File: config.mk
export PLATFORM = sky130hd
export DESIGN_NAME = inst_queue
export DESIGN_NICKNAME = d
export VERILOG_FILES = /design/src/rtl/inst_queue.sv
export SDC_FILE = /design/constraint.sdc
export NUM_CORES = 1
export LEC_CHECK = 0
export CORE_MARGIN = 8
export CORE_UTILIZATION = 50
export CTS_CLUSTER_DIAMETER = 120
export DETAILED_ROUTE_END_ITERATION = 7
export PLACE_DENSITY_LB_ADDON = 0.3
export SYNTH_ARGS = -nofsm -noshare
export SYNTH_HDL_FRONTEND = slang
export SYNTH_SLANG_ARGS = --single-unit
File: constraint.sdc
create_clock -name clk -period 6.2 [get_ports clk]
set_clock_uncertainty 0.1 [all_clocks]
set_input_delay 1.24 -clock clk [delete_from_list [all_inputs] [get_ports clk]]
set_output_delay 1.24 -clock clk [all_outputs]
set_load 0.01 [all_outputs]
File: src/rtl/inst_queue.sv
// inst_queue: in-order instruction FIFO that sits between fetch and decode/issue.
// Ports:
//   clk, reset (asynchronous, active-low)
//   fetch_valid, pipe_in  : entry offered by fetch
//   enable                : to fetch, 1 = an entry can be accepted this cycle
//   flush                 : mispredict redirect from commit; empties the queue
//   deq_ready             : issue accepts the head entry
//   deq_valid, pipe_out   : head entry presented to issue
//   count, full, empty    : occupancy status
// Optional feature macro INST_QUEUE_BYPASS_EN: lets an entry pass straight from pipe_in
// to pipe_out when the queue is empty, giving zero-cycle latency.
package inst_queue_pkg;
    typedef struct packed {
        logic [31:0] pc;
        logic [31:0] instruction;
        logic        prediction;
        logic        branch;
        logic        jump;
    } pipe_in_t;
endpackage

module inst_queue
    import inst_queue_pkg::*;
#(
    parameter  int DEPTH = 8,
    localparam int PTR_W = $clog2(DEPTH)
) (
    input  logic           clk,
    input  logic           reset,
    input  logic           fetch_valid,
    input  pipe_in_t       pipe_in,
    output logic           enable,
    input  logic           flush,
    input  logic           deq_ready,
    output logic           deq_valid,
    output pipe_in_t       pipe_out,
    output logic [PTR_W:0] count,
    output logic           full,
    output logic           empty
);
    localparam logic [PTR_W:0] FULL_CNT = (PTR_W+1)'(DEPTH);

    pipe_in_t         mem_q [DEPTH];
    logic [PTR_W-1:0] wp_q, wp_d, rp_q, rp_d;
    logic [PTR_W:0]   cnt_q, cnt_d;
    logic             enq, deq, pop, bypass;

    assign empty  = cnt_q == '0;
    assign full   = cnt_q == FULL_CNT;
    assign enable = !full;
    assign count  = cnt_q;

`ifdef INST_QUEUE_BYPASS_EN
    assign bypass = empty & fetch_valid & !flush;
`else
    assign bypass = 1'b0;
`endif

    assign deq_valid = (!empty & !flush) | bypass;
    assign pipe_out  = bypass ? pipe_in : mem_q[rp_q];
    assign deq       = deq_valid & deq_ready;
    // A bypassed entry consumed in the same cycle never touches storage.
    assign pop       = deq & !bypass;
    assign enq       = fetch_valid & enable & !flush & !(bypass & deq_ready);

    always_comb begin
        wp_d  = flush ? '0 : wp_q + PTR_W'(enq);
        rp_d  = flush ? '0 : rp_q + PTR_W'(pop);
        cnt_d = flush ? '0 : cnt_q + (PTR_W+1)'(enq) - (PTR_W+1)'(pop);
    end

    always_ff @(posedge clk or negedge reset) begin
        if (!reset) begin
            wp_q  <= '0;
            rp_q  <= '0;
            cnt_q <= '0;
        end else begin
            wp_q  <= wp_d;
            rp_q  <= rp_d;
            cnt_q <= cnt_d;
        end
    end

    always_ff @(posedge clk) begin
        if (enq) mem_q[wp_q] <= pipe_in;
    end

    a_no_enq_full:  assert property (@(posedge clk) disable iff (!reset) !(enq && full));
    a_no_deq_empty: assert property (@(posedge clk) disable iff (!reset) !(pop && empty));
    a_cnt_bound:    assert property (@(posedge clk) disable iff (!reset) cnt_q <= FULL_CNT);
endmodule

* After elaboration in Yosys (flattened, before gate mapping)
Memories as Yosys holds them, arrays and structs flattened. Index checks and enable logic that the tools add are counted.
Storage, ports and cells: bits in registers 10, bits in latches 0, memory bits (writable) 536, bits in read-only memories 0, input port bits 72, output and inout bits 75, word-level logic and storage cells 22, memories 1
Operators by class: add/subtract/negate cells 4, $mul 0, divide/modulo/power cells 0, order comparisons 0, equality and inequality tests 1, shifts and indexed selects 0, muxes and demuxes 5, bitwise logic cells 4, reduce and logical (&&, ||, !) cells 4
Memory list:
- mem_q | words 8, width 67, read ports 1, clocked after memory_dff 0, write ports 1, RTL line 43 | pipe_in_t mem_q [DEPTH];
Operators by type and width (count):
- 3-bit by 1-bit adder with 3-bit output | 2
- 3-bit two-way mux | 2
- 4-bit by 1-bit adder with 4-bit output | 1
- 1-bit AND | 4
- 4-bit == test (second input constant) | 1
- 4-bit zero test | 1
- 4-bit two-way mux | 1
- 4-bit by 1-bit subtractor with 4-bit output | 1
- 1-bit zero test | 3
- 1-bit two-way mux | 2

* Longest topological paths before layout
depth after elaboration 7, depth in mapped cells 11, mapped depth without buffers 11

* Worst setup path after synthesis
OpenSTA, ideal clock, no wires.
kind in2reg, start point input fetch_valid, end point memory mem_q[1][0] in the netlist's numbering (enable), library setup time 0.574 ns, arrival 6.139 ns, data required time 5.526 ns, setup slack -0.614 ns, stages on the path 3, buffers on the path 0, cells stage by stage nor2b_1 > nand3_1 > nor3_1
On the way: word-level cells in the longest chain between the ends 4
RTL lines:
- start, declared | RTL line 30 | input logic fetch_valid,
- 1-bit AND (2 in series) | RTL line 64 | assign enq = fetch_valid & enable & !flush & !(bypass & deq_ready);
- 1-bit two-way mux | RTL line 85 | if (enq) mem_q[wp_q] <= pipe_in;
- 1-bit two-way mux (not written as such) | RTL line 85
- end, declared | RTL line 43
No other way between the ends.

==> impl_metrics.env <==
export IMPL_power_leakage_nw=7.88
export IMPL_max_cap_viol_count=0
export IMPL_slew_violations=0
export IMPL_cpLargestDelayFamily="buffers and inverters"
export IMPL_yosys_warnings=0
export IMPL_final_period_utilization_pct=78.5
export IMPL_synthCells=842
export IMPL_wl_per_cell_um=24.7
export IMPL_max_freq_mhz=205
export IMPL_critPathBufInv=2
export IMPL_wirelength_um=39900
export IMPL_synth_seq_cells=546
export IMPL_dpl_cell_count=1510
export IMPL_drive_gt1_share_pct=27.7
export IMPL_die_h_um=221
export IMPL_yosysSeqAreaShare_pct=77.5
export IMPL_portBuffers=146
export IMPL_die_area_um2=49000
export IMPL_final_setup_viol_count=0
export IMPL_cts_max_path_buffers=3
export IMPL_dp_hpwl_um=22200
export IMPL_core_area_um2=41800
export IMPL_grt_pass1_wl_um=60900
export IMPL_vias=9080
export IMPL_fp_row_count=75
export IMPL_arrival_ps=3530
export IMPL_gp_congestion=0.690
export IMPL_status="finished clean"
export IMPL_h_tree_depth=2
export IMPL_slew_headroom_pct=38.9
export IMPL_antenna_found_initial=6
export IMPL_end_kind="primary output"
export IMPL_root_buffer="clkbuf_16"
export IMPL_fin_crit_ps=4870
export IMPL_startpoint="rp_q[0]"
export IMPL_nets=1111
export IMPL_post_cts_buffers=0
export IMPL_cpPeakStageDelay_ps=940
export IMPL_rr_startpoint="count[2]"
export IMPL_timing_worst_slew_pin_value_ps=914
export IMPL_syn_to_final_growth_pct=18.3
export IMPL_path_class="reg -> out"
export IMPL_worst_setup_path_start_kind="flip-flop"
export IMPL_drt_iter0_markers=648
export IMPL_drc=0
export IMPL_vdd_drop_max_uv=208
export IMPL_grt_setup_unrepaired="false"
export IMPL_cts_hold_buffers_added=0
export IMPL_synth_edf_count=536
export IMPL_postRouteAntennaNets=0
export IMPL_clk_latency_ps=600
export IMPL_synth_top_area_share_pct=76.4
export IMPL_grt_ovfl_total=0
export IMPL_min_path_type="reg -> reg"
export IMPL_ioPinCount=147
export IMPL_power_density_nw_per_um2=343
export IMPL_die_w_um=221
export IMPL_worstPathRequired_ps=4860
export IMPL_ctsResizeCount=0
export IMPL_async_flop_share_pct=1.83
export IMPL_cts_sink_count=546
export IMPL_ys_top_cells_by_count="536 x edfxtp_1, 118 x mux4_2, 60 x mux2_4"
export IMPL_yosysMostFrequentCell="edfxtp_1"
export IMPL_synth_area_leaders="edfxtp_1 76%, mux4_2 13%, mux2_4 4.3%"
export IMPL_start_util_pct=50.5
export IMPL_first_global_vias=9941
export IMPL_routed_via_density=5.62
export IMPL_hold_viol=0
export IMPL_utilization_pct=59.7
export IMPL_synthesis_nets=925
export IMPL_crit_fanout=38
export IMPL_fin_cells=1615
export IMPL_ys_types=27
export IMPL_ys_flop_type="edfxtp_1"
export IMPL_cp_cell_sequence="buf_4 > mux4_1 > mux2_4 > clkdlybuf4s50_1"
export IMPL_avgSynthCellArea_um2=25.0
export IMPL_yosysTopAreaCell="edfxtp_1"
export IMPL_cts_tree="built"
export IMPL_netlist_area_um2=21100
export IMPL_min_from="wp_q[0]"
export IMPL_tns_ps=0
export IMPL_dr_pass1_iters=4
export IMPL_grt_usage_pct=16.4
export IMPL_numCtsBuffers=55
export IMPL_path_clk_slew_ps=60
export IMPL_crit_path_top_delay_cell="dfrtp_4"
export IMPL_grt_max_degree=74
==> power by group <==
group          leakage (nW)  internal (mW)  total [mW]  switching (mW)
logic                  2.06          0.714        1.20           0.488
clock network         0.848           1.82        3.14            1.32
registers              4.97           4.15        4.22          0.0655
==> final timing paths <==
| kind | end | slack [ps] | cells past startpoint |
|---|---|---|---|
| max | pipe_out[65] | 1330 | 4 |
| min | wp_q[0] | 570 | 2 |
| max reg2reg | mem_q[2][35] | 3350 | 6 |
| min reg2reg | wp_q[0] | 570 | 2 |
| max in group asynchronous | rp_q[2] | 4750 | 1 |
| min in group asynchronous | count[2] | 870 | 1 |
==> layout by cell type, fill, tap and decap left out, types with 2 or more instances in the layout <==
cell type,count
nand2b_1,3
nor2b_1,7
inv_6,2
diode_2,3
mux4_2,118
mux2_4,60
clkinv_2,13
buf_12,4
edfxtp_1,536
nor2_4,6
bufinv_16,4
nor3_4,2
clkbuf_1,13
nand3_1,2
xnor2_1,3
mux2_2,7
mux4_1,16
nand2_1,2
dfrtp_1,7
clkdlybuf4s50_1,146
clkbuf_16,56
inv_1,7
nor2_1,5
a21oi_1,2
dfrtp_4,3
clkinv_1,12
buf_4,19
ha_1,10
==> cell type report <==
type	count	area (µm²)
flip-flops and latches	546	16400
repair buffers	169	1680
clock inverters	33	272
diodes	3	7.51
well taps	539	674
multi-input cells	249	4480
clock buffers	69	1450
inverters	7	26.3
fillers	2846	16800
==> state kept, by name (all words and copies together) (netlist names) <==
name   flops
rp_q       3
wp_q       3
count      4
mem_q    536
==> per-stage QoR <==
step / hold slack [ps] / instance area [µm²] / total power [mW] / setup slack [ps]
3_3_place_gp: 527 / 23200 / 5.50 / 1890
6_report: 570 / 24900 / 8.56 / 1330
2_1_floorplan: 483 / 21100 / 5.07 / 1180
3_5_place_dp: 562 / 23200 / 5.52 / 1850
4_1_cts: 575 / 24900 / 8.67 / 1210
5_1_grt: 621 / 24900 / 8.87 / 1140
==> kinds of logic (layout without fill, tap and decap cells) <==
| family | count (synthesis) | in the layout | synth area share [%] |
|---|---|---|---|
| buf+inv | 47 | 278 | 1.54 |
| xor+xnor | 3 | 3 | 0.125 |
| compound gates | 3 | 3 | 0.0890 |
| simple gates | 31 | 31 | 0.766 |
| other cells | 0 | 3 | 0 |
| flops | 546 | 546 | 77.5 |
| fa+ha+maj | 11 | 11 | 0.689 |
| mux | 201 | 201 | 19.2 |
==> worst min-delay path, stage by stage, from the launching register on <==
cell and delay [ps]:
dfrtp_1 370, ha_1 130, nor2b_1 120
==> metal layers <==
metal	up-vias	GRT usage, %	wire length [µm]
met3	61	3.66	1940
met1	4843	21.9	17300
met5	-	0	53
met4	8	4.61	753
met2	194	26.9	19800
li1	3974	-	-
No activity file was read; power rests on OpenSTA's default activity.
